## config.mk

```make
export PLATFORM = sky130hd
export DESIGN_NAME = preg_alloc_arbiter
export DESIGN_NICKNAME = d
export VERILOG_FILES = /design/src/rtl/preg_alloc_arbiter.sv
export SDC_FILE = /design/constraint.sdc
export NUM_CORES = 1
export LEC_CHECK = 0
export ABC_AREA = 0
export CAP_MARGIN = 5
export CORE_MARGIN = 1.5
export CORE_UTILIZATION = 45
export DETAILED_ROUTE_END_ITERATION = 8
export PLACE_DENSITY_LB_ADDON = 0.08
export SETUP_SLACK_MARGIN = 0.2
export SYNTH_ARGS = -nofsm -noshare
export SYNTH_HDL_FRONTEND = slang
export SYNTH_SLANG_ARGS = --single-unit
```

## constraint.sdc

```tcl
create_clock -name clk -period 2.5 [get_ports clk]
set_input_delay 0.5 -clock clk [delete_from_list [all_inputs] [get_ports clk]]
set_output_delay 0.5 -clock clk [all_outputs]
set_load 0.02 [all_outputs]
```

## src/rtl/preg_alloc_arbiter.sv

```systemverilog
// Round-robin arbiter sharing the physical-register freelist through a small prefetch FIFO.
// Define PREG_ALLOC_STATS_EN to add the stat_grants/stat_stalls counters.
module preg_alloc_arbiter #(
    parameter int NUM_REQ    = 2,
    parameter int PREG_WIDTH = 6,
    parameter int PF_DEPTH   = 4
) (
    input  logic                  clk,
    input  logic                  rst,
    input  logic [NUM_REQ-1:0]    req,
    output logic [NUM_REQ-1:0]    gnt,
    output logic [PREG_WIDTH-1:0] gnt_preg,
    output logic                  alloc_ready,
    input  logic                  flush,
    output logic                  fl_dequeue,
    input  logic [PREG_WIDTH-1:0] fl_data_out,
    input  logic                  fl_empty,
    output logic                  fl_enqueue,
    output logic [PREG_WIDTH-1:0] fl_data_in,
    input  logic                  fl_full
`ifdef PREG_ALLOC_STATS_EN
    ,
    output logic [31:0]           stat_grants,
    output logic [31:0]           stat_stalls
`endif
);

    localparam int PW = $clog2(PF_DEPTH);
    localparam int CW = PW + 1;
    localparam int RW = $clog2(NUM_REQ);
    localparam logic [CW-1:0] DEPTH_C = CW'(PF_DEPTH);

    typedef enum logic {
        RUN   = 1'b0,
        DRAIN = 1'b1
    } state_t;

    state_t                state_r;
    state_t                state_next_s;
    logic [PREG_WIDTH-1:0] fifo_r [PF_DEPTH];
    logic [PW-1:0]         head_r;
    logic [PW-1:0]         tail_r;
    logic [CW-1:0]         count_r;
    logic [CW-1:0]         count_next_s;
    logic [RW-1:0]         rr_r;
    logic [RW-1:0]         rr_next_s;
    logic [RW-1:0]         idx_s;
    logic                  found_s;
    logic                  run_s;
    logic                  push_s;
    logic                  pop_s;

    // Round-robin grant search starting at rr_r; only offered when the FIFO holds an ID.
    always_comb begin
        gnt       = '0;
        rr_next_s = rr_r;
        found_s   = 1'b0;
        idx_s     = '0;
        if (!rst && run_s && !flush && count_r != '0) begin
            for (int i = 0; i < NUM_REQ; i++) begin
                idx_s = RW'((int'(rr_r) + i) % NUM_REQ);
                if (!found_s && req[idx_s]) begin
                    found_s    = 1'b1;
                    gnt[idx_s] = 1'b1;
                    rr_next_s  = RW'((int'(idx_s) + 1) % NUM_REQ);
                end else begin
                    found_s = found_s;
                end
            end
        end else begin
            found_s = 1'b0;
        end
    end

    // Freelist strobes, status, FIFO bookkeeping and next state.
    always_comb begin
        run_s        = (state_r == RUN);
        fl_dequeue   = !rst && run_s && !flush && !fl_empty && (count_r < DEPTH_C);
        fl_enqueue   = !rst && (state_r == DRAIN) && !fl_full;
        alloc_ready  = !rst && run_s && (count_r != '0);
        gnt_preg     = fifo_r[head_r];
        fl_data_in   = fifo_r[head_r];
        push_s       = fl_dequeue;
        pop_s        = (|gnt) || fl_enqueue;
        count_next_s = count_r + CW'(push_s) - CW'(pop_s);
        state_next_s = state_r;
        case (state_r)
            RUN: begin
                if (flush && count_next_s != '0) begin
                    state_next_s = DRAIN;
                end else begin
                    state_next_s = RUN;
                end
            end
            DRAIN: begin
                if (pop_s && count_r == CW'(1)) begin
                    state_next_s = RUN;
                end else begin
                    state_next_s = DRAIN;
                end
            end
            default: state_next_s = RUN;
        endcase
    end

    // Control state: pointers, occupancy, round-robin pointer and FSM.
    always_ff @(posedge clk) begin
        if (rst) begin
            state_r <= RUN;
            head_r  <= '0;
            tail_r  <= '0;
            count_r <= '0;
            rr_r    <= '0;
        end else begin
            state_r <= state_next_s;
            count_r <= count_next_s;
            rr_r    <= rr_next_s;
            if (push_s) tail_r <= tail_r + PW'(1);
            if (pop_s)  head_r <= head_r + PW'(1);
        end
    end

    // Prefetch storage; contents are meaningless until counted, so no reset.
    always_ff @(posedge clk) begin
        if (push_s) fifo_r[tail_r] <= fl_data_out;
    end

`ifdef PREG_ALLOC_STATS_EN
    // Free-running wrap-around activity counters.
    always_ff @(posedge clk) begin
        if (rst) begin
            stat_grants <= 32'd0;
            stat_stalls <= 32'd0;
        end else begin
            if (|gnt) stat_grants <= stat_grants + 32'd1;
            if ((|req) && !(|gnt)) stat_stalls <= stat_stalls + 32'd1;
        end
    end
`endif

endmodule

```

# == Word-level counts from Yosys, hierarchy flattened ==
# Memory sizes are Yosys's and may differ from the RTL's. A register that Yosys moved wholly into a read port is not among the register bits.
# Cells that the tools add are included.
# classes
magnitude_cmp,5
n_reduce_logical,24
muxes,23
n_eq_ne,1
bitwise,2
addsub,6
# op_table
cell,n
$mux 1,14
$logic_and 1x1->1,13
$mux 2,6
$reduce_bool 3->1,2
$logic_not 1->1,5
$add 2x1->2 const B,2
$lt 1x2->1 const B,2
$add 3x1->3,1
$eq 3x1->1 const B,1
$lt 3x3->1 const B,1
$sub 3x1->3,1
$add 1x1->1 const B,2
$demux 1 s1,2
$ge 1x1->1 const B,2
$or 2x2->2,1
$pmux 1 s2,1
$reduce_and 2->1,1
$reduce_bool 2->1,1
$reduce_or 2->1,1
$logic_or 1x1->1,1
$not 1->1,1
# totals
inputBits,13
out_inout_bits,17
ram_bits,24
ff_bits,9
memories,1
word_cells,67
# memory_table
memory,words,width,rd,rd_ports_with_merged_regs,write_ports,line_no,text
fifo_r,4,6,1,1,1,40,logic [PREG_WIDTH-1:0] fifo_r [PF_DEPTH];

# == Depth between registers and ports, before layout ==
# Gate-level depths: netlist of the first run.
# logic_depth
ltp_word,16
mapped_depth,10
mapped_depth_nobuf,10

# == Worst setup path before layout of the first run ==
# Ideal clock, no wire load.
# synth_path
kind,input-to-reg
startpoint,input port rst
endpoint,register state_r
setup_ns,0.127
path_stages,9
t_arrival_ns,2.484
required_time_ns,2.373
path_slack_ns,-0.112
path_buffers,0
cell_sequence,or3_4 -> o32a_1 -> inv_1 -> ha_1 -> inv_1 -> ha_1 -> fa_1 -> o311ai_1 -> o21ai_1
# synth_between
elab_chain_cells,12
elab_cells_between_ends,19
cone_classes,add/sub (2); mux (4); reduce/logical (13)
# synth_lines
element,line_no,text
"start, declared",9,"input logic rst,"
$logic_not 1->1 *,"59, 78, 79",
"parallel branches: the longest is 6 deep, another holds $add 3x1->3",--,
$sub 3x1->3 *,85,count_next_s = count_r + CW'(push_s) - CW'(pop_s);
named net count_next_s[1],44,logic [CW-1:0] count_next_s;
$reduce_bool 3->1 *,89,if (flush && count_next_s != '0) begin
$logic_and 1x1->1 *,89,
$mux 1 *,89,
$pmux 1 s2 *,87,case (state_r)
"end signal, assigned",115,state_r <= state_next_s;
"end, declared",38,state_t state_r;
# Mark *: on every way through the listed nets, which the timed path passes.
# A chain may end at the register's enable or synchronous reset.

# == Final worst setup path of the first run ==
# layout_path
startpoint,register state_r
endpoint,register state_r
# layout_between
elab_chain_cells,12
elab_cells_between_ends,19
cone_classes,add/sub (2); mux (4); bitwise (1); reduce/logical (12)
# layout_lines
element,line_no
"parallel branches: the longest is 7 deep, another holds $add 3x1->3",--
$sub 3x1->3 *,85
named net count_next_s[1],44
$reduce_bool 3->1 *,89
$logic_and 1x1->1 *,89
$mux 1 *,89
$pmux 1 s2 *,87
# Marks and branches as above.

==> results of run 1 <==
==> kinds of logic after synthesis <==
group	synth area share
compound gates	0.0386
xor+xnor	0.0235
fa+ha+maj	0.0638
buf+inv	0.0579
flops	0.631
mux	0.0973
simple gates	0.0881
==> power breakdown <==
part / total, mW / internal (mW) / switching [mW]
sequential: 0.711 / 0.667 / 0.0435
combinational: 0.520 / 0.269 / 0.251
clock: 0.314 / 0.136 / 0.178
==> what timing repair did <==
item	4_1_cts	5_1_grt
buffers inserted	4	2
resized for setup	34	7
endpoints found under the setup margin	20	7
gates cloned	0	0
pin swaps	5	4
==> per-stage QoR <==
step | util | worst slack [ns] | hold WS [ns] | power [mW] | setup TNS [ns]
2_1_floorplan | - | -0.0354 | 0.433 | 1.03 | -0.0354
4_1_cts | 0.656 | -0.00522 | 0.470 | 1.53 | -0.00522
6_report | 0.666 | 0.117 | 0.466 | 1.54 | 0
3_5_place_dp | 0.633 | -0.532 | 0.458 | 1.23 | -2.36
5_1_grt | 0.666 | 0.0328 | 0.498 | 1.64 | 0
3_3_place_gp | 0.633 | -0.470 | 0.446 | 1.21 | -2.15
==> state kept, by name, summed over array words and instances, names as in the netlist, named ones only <==
register	cells
fifo_r	24
count_r	3
head_r	2
tail_r	2
rr_r	1
state_r	1
==> final timing paths <==
kind / to / slack, ns / depth (start not counted)
worst max-delay path: state_r / 0.12 / 9
worst min-delay path: rr_r / 0.47 / 1
worst max register to register: state_r / 0.12 / 9
worst min register to register: rr_r / 0.47 / 1
==> Yosys cell counts (all sizes together) <==
cell type | n | area (sq um)
a211o | 1 | 8.76
a21oi | 3 | 15.0
and2 | 4 | 25.0
buf | 6 | 45.0
clkbuf | 2 | 7.51
dfxtp | 11 | 220
edfxtp | 24 | 721
fa | 1 | 20.0
ha | 6 | 75.1
inv | 9 | 33.8
mux2i | 1 | 10.0
mux4 | 6 | 135
nand2 | 2 | 7.51
nand2b | 1 | 6.26
nor2 | 8 | 30.0
nor2b | 3 | 18.8
nor3 | 3 | 20.0
nor4 | 1 | 6.26
o21ai | 3 | 15.0
o311ai | 1 | 8.76
o32a | 1 | 10.0
or3 | 2 | 17.5
xnor2 | 3 | 26.3
xor2 | 1 | 8.76
==> final cells by class <==
type                            instances  area, sq um
Sequential cell                        35          942
Clock inverter                          1         5.00
Tap cell                               44         55.1
Inverter                                9         33.8
Multi-Input combinational cell         51          489
Timing Repair Buffer                   52          487
Fill cell                             265         1040
Clock buffer                            7         55.1
==> metal layers <==
| metal | up-vias | part of all wire | GRT usage |
|---|---|---|---|
| met5 | - | 0 | 0 |
| met4 | 0 | 0.017 | 0.0745 |
| met3 | 5 | 0.047 | 0.0469 |
| met2 | 21 | 0.52 | 0.292 |
| met1 | 465 | 0.42 | 0.208 |
| li1 | 467 | - | - |
==> metrics.txt, run 1 <==
# TYPE chip_impl_metric gauge
chip_impl_metric{name="detail_route.first_pass.iterations",unit=""} 4
chip_impl_metric{name="core",unit="sq mm"} 0.00310
chip_impl_metric{name="worst-path-buf-inv",unit=""} 2
chip_impl_metric{name="die_w",unit="microns"} 60.6
chip_impl_metric{name="global_route.usage.total",unit=""} 0.173
chip_impl_metric{name="power.leakage",unit="nW"} 0.810
chip_impl_info{name="crit_path_end_kind",value="flop"} 1
chip_impl_metric{name="max_freq",unit="MHz"} 420
chip_impl_info{name="timing.hold.worst.start",value="rr_r"} 1
chip_impl_metric{name="design.final.nets",unit=""} 174
chip_impl_metric{name="vdd_ir_drop_max",unit="mV"} 0.434
chip_impl_metric{name="cts-root-to-sink-buffers",unit=""} 2
chip_impl_metric{name="synth.ff_latch_count",unit=""} 35
chip_impl_metric{name="drtAntennaViolNets",unit=""} 0
chip_impl_metric{name="synthToLayoutAreaGrowth",unit="%"} 38.6
chip_impl_metric{name="data_arrival_at_the_endpoint_of_the_critical_path",unit="ns"} 2.60
chip_impl_info{name="cts-root-buf",value="sky130_fd_sc_hd__clkbuf_4"} 1
chip_impl_metric{name="grt_first_pass_wirelength",unit="microns"} 4400
chip_impl_info{name="run_status",value="complete, no violations"} 1
chip_impl_metric{name="max-cap-violations",unit=""} 0
chip_impl_metric{name="synth.net_count",unit=""} 123
chip_impl_metric{name="drt-total-wl",unit="microns"} 2750
chip_impl_metric{name="synth-seq-area-share",unit=""} 0.631
chip_impl_info{name="worst_path_max_delay_cell",value="sky130_fd_sc_hd__fa_2"} 1
chip_impl_metric{name="cpPeakStageDelay",unit="ns"} 0.44
chip_impl_metric{name="antenna_found_initial",unit=""} 0
chip_impl_metric{name="final_cell_count_no_fill",unit=""} 199
chip_impl_metric{name="hold_viol",unit=""} 0
chip_impl_metric{name="wire_per_inst",unit="microns"} 13.8
chip_impl_metric{name="final.min_clock_period",unit="ns"} 2.38
chip_impl_metric{name="share_of_post_route_cells_with_drive_strength_above_1",unit=""} 0.303
chip_impl_metric{name="detailed_place_hpwl",unit="microns"} 1970
chip_impl_info{name="worstReg2RegStart",value="state_r"} 1
chip_impl_info{name="cp-startpoint",value="state_r"} 1
chip_impl_metric{name="critPathRequiredTime",unit="ns"} 2.72
chip_impl_metric{name="finalInstanceArea",unit="sq mm"} 0.00207
chip_impl_metric{name="core.rowCount",unit=""} 20
chip_impl_metric{name="floorplan.die_area",unit="sq mm"} 0.00367
chip_impl_metric{name="detail_route.vias_per_cell",unit=""} 4.81
chip_impl_metric{name="globalRoute.totalOverflow",unit=""} 0
chip_impl_metric{name="initial_utilization",unit=""} 0.481
chip_impl_metric{name="clock_latency",unit="ns"} 0.33
chip_impl_info{name="ordered_cell_list_for_the_critical_path",value="or3_4 > o32a_1 > inv_1 > ha_1 > inv_1 > ha_2 > fa_2 > o311ai_1 > o21ai_1"} 1
chip_impl_metric{name="layout_worst_path_cycle_share",unit=""} 0.953
chip_impl_metric{name="netlist_area",unit="sq mm"} 0.00149
chip_impl_info{name="cts_tree",value="built"} 1
chip_impl_info{name="hold_path.class",value="flop to flop"} 1
chip_impl_metric{name="ys_warn_count",unit=""} 0
chip_impl_info{name="layout.cells.most_common",value="sky130_fd_sc_hd__edfxtp_1"} 1
chip_impl_info{name="rsz0062_at_grt",value="true"} 1
chip_impl_metric{name="max-slew-margin-rel",unit=""} 0.804
chip_impl_metric{name="count_of_hold_buffers_inserted_by_post_cts_repair",unit=""} 0
chip_impl_metric{name="timing.final.setup_violations",unit=""} 0
chip_impl_info{name="crit_path_frequent_cell",value="sky130_fd_sc_hd__inv_1"} 1
chip_impl_info{name="layout.cells.most_common_list",value="sky130_fd_sc_hd__edfxtp_1 (24), sky130_fd_sc_hd__buf_4 (21), sky130_fd_sc_hd__dlygate4sd2_1 (13)"} 1
chip_impl_metric{name="ioPinCount",unit=""} 30
chip_impl_metric{name="clkTransAtPathRegs",unit="ns"} 0.10
chip_impl_metric{name="synthDistinctLibCells",unit=""} 26
chip_impl_metric{name="drc_viols",unit=""} 0
chip_impl_metric{name="synthesis.instances",unit=""} 103
chip_impl_metric{name="cp_max_fo",unit=""} 2
chip_impl_metric{name="synth_area_per_inst",unit="sq um"} 14.5
chip_impl_metric{name="cts_max_level",unit=""} 2
chip_impl_metric{name="numClockSinks",unit=""} 35
chip_impl_metric{name="antenna-diode-count",unit=""} 0
chip_impl_metric{name="number_of_placed_cells_counting_well_taps",unit=""} 185
chip_impl_metric{name="floorplan_die_height",unit="microns"} 60.6
chip_impl_metric{name="power_density",unit="mW/mm^2"} 747
chip_impl_metric{name="grt_start_max_net_pins",unit=""} 13
chip_impl_metric{name="drt_iter0_markers",unit=""} 21
chip_impl_metric{name="detailroute.via_count",unit=""} 958
chip_impl_info{name="timing.setup.critical_path_class",value="flop to flop"} 1
chip_impl_metric{name="placed_area",unit="sq mm"} 0.00196
chip_impl_metric{name="gpl.final_weighted_congestion",unit=""} 0.732
chip_impl_metric{name="vias_in_the_first_global_route",unit=""} 937
chip_impl_metric{name="cts-buffers-inserted",unit=""} 5
chip_impl_metric{name="fin_skew",unit="ns"} 0.0121
chip_impl_metric{name="port_buffers",unit=""} 29
chip_impl_info{name="critical-path-top-delay-family",value="adder cells"} 1
chip_impl_metric{name="maxSlewViolCount",unit=""} 0
chip_impl_metric{name="worst_slew_pin_slew",unit="ns"} 0.294
chip_impl_info{name="critical_path.startpoint_type",value="flop"} 1
Note: power is estimated with default switching activity, not from simulation.
==> run 2: changes to the inputs <==
- CORE_MARGIN: 1.5 -> 2
==> run 2 against run 1 <==
- combinational power fell by 3%
- cell count shrank 3.5%
- via count shrank 2.2%
==> metrics.txt, run 2 (same netlist as run 1, synthesis figures left out) <==
# TYPE chip_impl_metric gauge
chip_impl_metric{name="detail_route.vias_per_cell",unit=""} 4.88
chip_impl_metric{name="floorplan.die_area",unit="sq mm"} 0.00379
chip_impl_metric{name="port_buffers",unit=""} 29
chip_impl_metric{name="layout.filler_cells",unit=""} 267
chip_impl_metric{name="cp_max_fo",unit=""} 2
chip_impl_metric{name="global_route.usage.total",unit=""} 0.163
chip_impl_metric{name="final_core_util",unit=""} 0.663
chip_impl_metric{name="power.share.clock",unit=""} 0.267
chip_impl_metric{name="die_w",unit="microns"} 61.6
chip_impl_metric{name="data_arrival_at_the_endpoint_of_the_critical_path",unit="ns"} 2.59
chip_impl_metric{name="max-cap-violations",unit=""} 0
chip_impl_metric{name="share_of_post_route_cells_with_drive_strength_above_1",unit=""} 0.284
chip_impl_metric{name="clkTransAtPathRegs",unit="ns"} 0.10
chip_impl_metric{name="wire_per_inst",unit="microns"} 13.5
chip_impl_metric{name="clock_latency",unit="ns"} 0.33
chip_impl_metric{name="count_of_hold_buffers_inserted_by_post_cts_repair",unit=""} 0
chip_impl_metric{name="setup_total_negative_slack",unit="ns"} 0
chip_impl_metric{name="maxSlewViolCount",unit=""} 0
chip_impl_metric{name="core.rowCount",unit=""} 20
chip_impl_metric{name="worst_slew_pin_slew",unit="ns"} 0.300
chip_impl_metric{name="drtAntennaViolNets",unit=""} 0
chip_impl_metric{name="final.min_clock_period",unit="ns"} 2.39
chip_impl_metric{name="switching_share",unit=""} 0.281
chip_impl_metric{name="synthToLayoutAreaGrowth",unit="%"} 37.9
chip_impl_metric{name="design.final.nets",unit=""} 167
chip_impl_metric{name="cts_max_level",unit=""} 2
chip_impl_metric{name="globalRoute.totalOverflow",unit=""} 0
chip_impl_metric{name="drt_iter0_markers",unit=""} 63
chip_impl_metric{name="power_density",unit="mW/mm^2"} 811
chip_impl_metric{name="cts-buffers-inserted",unit=""} 5
chip_impl_metric{name="cts-root-to-sink-buffers",unit=""} 2
chip_impl_metric{name="antenna-diode-count",unit=""} 0
chip_impl_metric{name="grt_first_pass_wirelength",unit="microns"} 4220
chip_impl_info{name="hold_path.class",value="flop to flop"} 1
chip_impl_metric{name="power.leakage",unit="nW"} 0.799
chip_impl_info{name="layout.cells.most_common_list",value="sky130_fd_sc_hd__edfxtp_1 (24), sky130_fd_sc_hd__dlygate4sd2_1 (13), sky130_fd_sc_hd__buf_4 (12)"} 1
chip_impl_metric{name="detailed_place_hpwl",unit="microns"} 1970
chip_impl_metric{name="timing.final.setup_violations",unit=""} 0
chip_impl_info{name="run_status",value="complete, no violations"} 1
chip_impl_metric{name="floorplan_die_height",unit="microns"} 61.6
chip_impl_metric{name="detail_route.first_pass.iterations",unit=""} 4
chip_impl_metric{name="drc_viols",unit=""} 0
chip_impl_info{name="top_regs",value="fifo_r x24, count_r x3"} 1
chip_impl_metric{name="detailroute.via_count",unit=""} 937
chip_impl_metric{name="gpl.final_weighted_congestion",unit=""} 0.757
chip_impl_metric{name="hold_viol",unit=""} 0
chip_impl_metric{name="r2r.worst_path.cells",unit=""} 9
chip_impl_metric{name="grt_start_max_net_pins",unit=""} 13
chip_impl_metric{name="layout_worst_path_cycle_share",unit=""} 0.955
chip_impl_metric{name="final.hold.worst_slack",unit="ns"} 0.470
chip_impl_metric{name="fin_skew",unit="ns"} 0.00994
chip_impl_metric{name="largest_register_ffs",unit=""} 24
chip_impl_metric{name="netSwitchingPower",unit="mW"} 0.469
chip_impl_metric{name="hold-path-cell-count",unit=""} 1
chip_impl_metric{name="numClockSinks",unit=""} 35
chip_impl_metric{name="drt-total-wl",unit="microns"} 2600
chip_impl_info{name="crit_path_end_kind",value="flop"} 1
chip_impl_metric{name="vdd_ir_drop_max",unit="mV"} 0.652
chip_impl_info{name="cts_tree",value="built"} 1
chip_impl_metric{name="ioPinCount",unit=""} 30
chip_impl_info{name="timing.setup.critical_path_class",value="input pin to flop"} 1
chip_impl_metric{name="internal-power",unit="mW"} 1.20
chip_impl_metric{name="initial_utilization",unit=""} 0.481
chip_impl_info{name="layout.cells.most_common",value="sky130_fd_sc_hd__edfxtp_1"} 1
chip_impl_info{name="rsz0062_at_grt",value="true"} 1
chip_impl_metric{name="core",unit="sq mm"} 0.00310
chip_impl_metric{name="antenna_found_initial",unit=""} 0
chip_impl_info{name="registers.top_by_ff_count",value="fifo_r"} 1
chip_impl_metric{name="max_freq",unit="MHz"} 419
chip_impl_metric{name="critPathRequiredTime",unit="ns"} 2.70
chip_impl_metric{name="share_comb_of_total_power",unit=""} 0.302
chip_impl_metric{name="vias_in_the_first_global_route",unit=""} 930
chip_impl_metric{name="max-slew-margin-rel",unit=""} 0.800
chip_impl_info{name="cts-root-buf",value="sky130_fd_sc_hd__clkbuf_4"} 1
chip_impl_info{name="critical_path.startpoint_type",value="input pin"} 1
chip_impl_metric{name="p_seq_frac",unit=""} 0.431
[run 2: through the flow]
step / setup WS [ns] / total power [mW] / instance area (sq um) / cells
CTS: -0.00711 / 1.65 / 2050 / 192
floorplan: -0.0354 / 1.03 / 1490 / 103
global placement: -0.459 / 1.20 / 1940 / 182
detailed placement: -0.515 / 1.22 / 1940 / 182
global route: 0.00794 / 1.77 / 2060 / 192
finish: 0.112 / 1.67 / 2060 / 192
[run 2: final cells by class]
type	count	area (sq um)	share of cell area
sequential	35	946	0.460
tap	44	55.1	0.0268
timing repair buffer	45	429	0.209
multi-input combinational	51	497	0.241
clock inverter	1	30.0	0.0146
clock buffer	7	66.3	0.0322
inverter	9	33.8	0.0164
[run 2: final timing paths]
path / startpoint / endpoint / slack, ns
hold reg to reg: rr_r / rr_r / 0.47
setup / recovery: rst / state_r / 0.11
setup reg to reg: state_r / state_r / 0.11
hold / removal: rr_r / rr_r / 0.47
[run 2: power by group through the flow]
| stage | combinational [mW] | sequential (mW) | clock [mW] |
|---|---|---|---|
| 2_1_floorplan | 0.326 | 0.704 | 0 |
| 3_3_place_gp | 0.478 | 0.722 | 0 |
| 3_5_place_dp | 0.491 | 0.724 | 0 |
| 4_1_cts | 0.480 | 0.712 | 0.460 |
| 5_1_grt | 0.554 | 0.730 | 0.488 |
| 6_report | 0.504 | 0.719 | 0.446 |
[run 2: critical path: stages]
cell	delay, ns
sky130_fd_sc_hd__clkdlybuf4s15_1	0.18
sky130_fd_sc_hd__or3_4	0.33
sky130_fd_sc_hd__o32a_1	0.31
sky130_fd_sc_hd__inv_1	0.07
sky130_fd_sc_hd__ha_1	0.22
sky130_fd_sc_hd__inv_1	0.06
sky130_fd_sc_hd__ha_2	0.17
sky130_fd_sc_hd__fa_2	0.44
sky130_fd_sc_hd__o311ai_1	0.23
sky130_fd_sc_hd__o21ai_1	0.10
[run 2: repair_timing]
action | in CTS | in global routing
gates resized for setup | 34 | 8
endpoints found under the setup margin | 20 | 7
buffers inserted | 2 | 0
endpoints found under the hold margin | 0 | 0
pin swaps | 5 | 4
gates cloned | 0 | 0
[run 2: layer usage]
layer | share of wire | up-vias | GRT usage
li1 | - | 451 | -
met1 | 0.46 | 462 | 0.217
met2 | 0.48 | 22 | 0.242
met3 | 0.049 | 2 | 0.0693
met4 | 0.0058 | 0 | 0.0547
met5 | 0 | - | 0
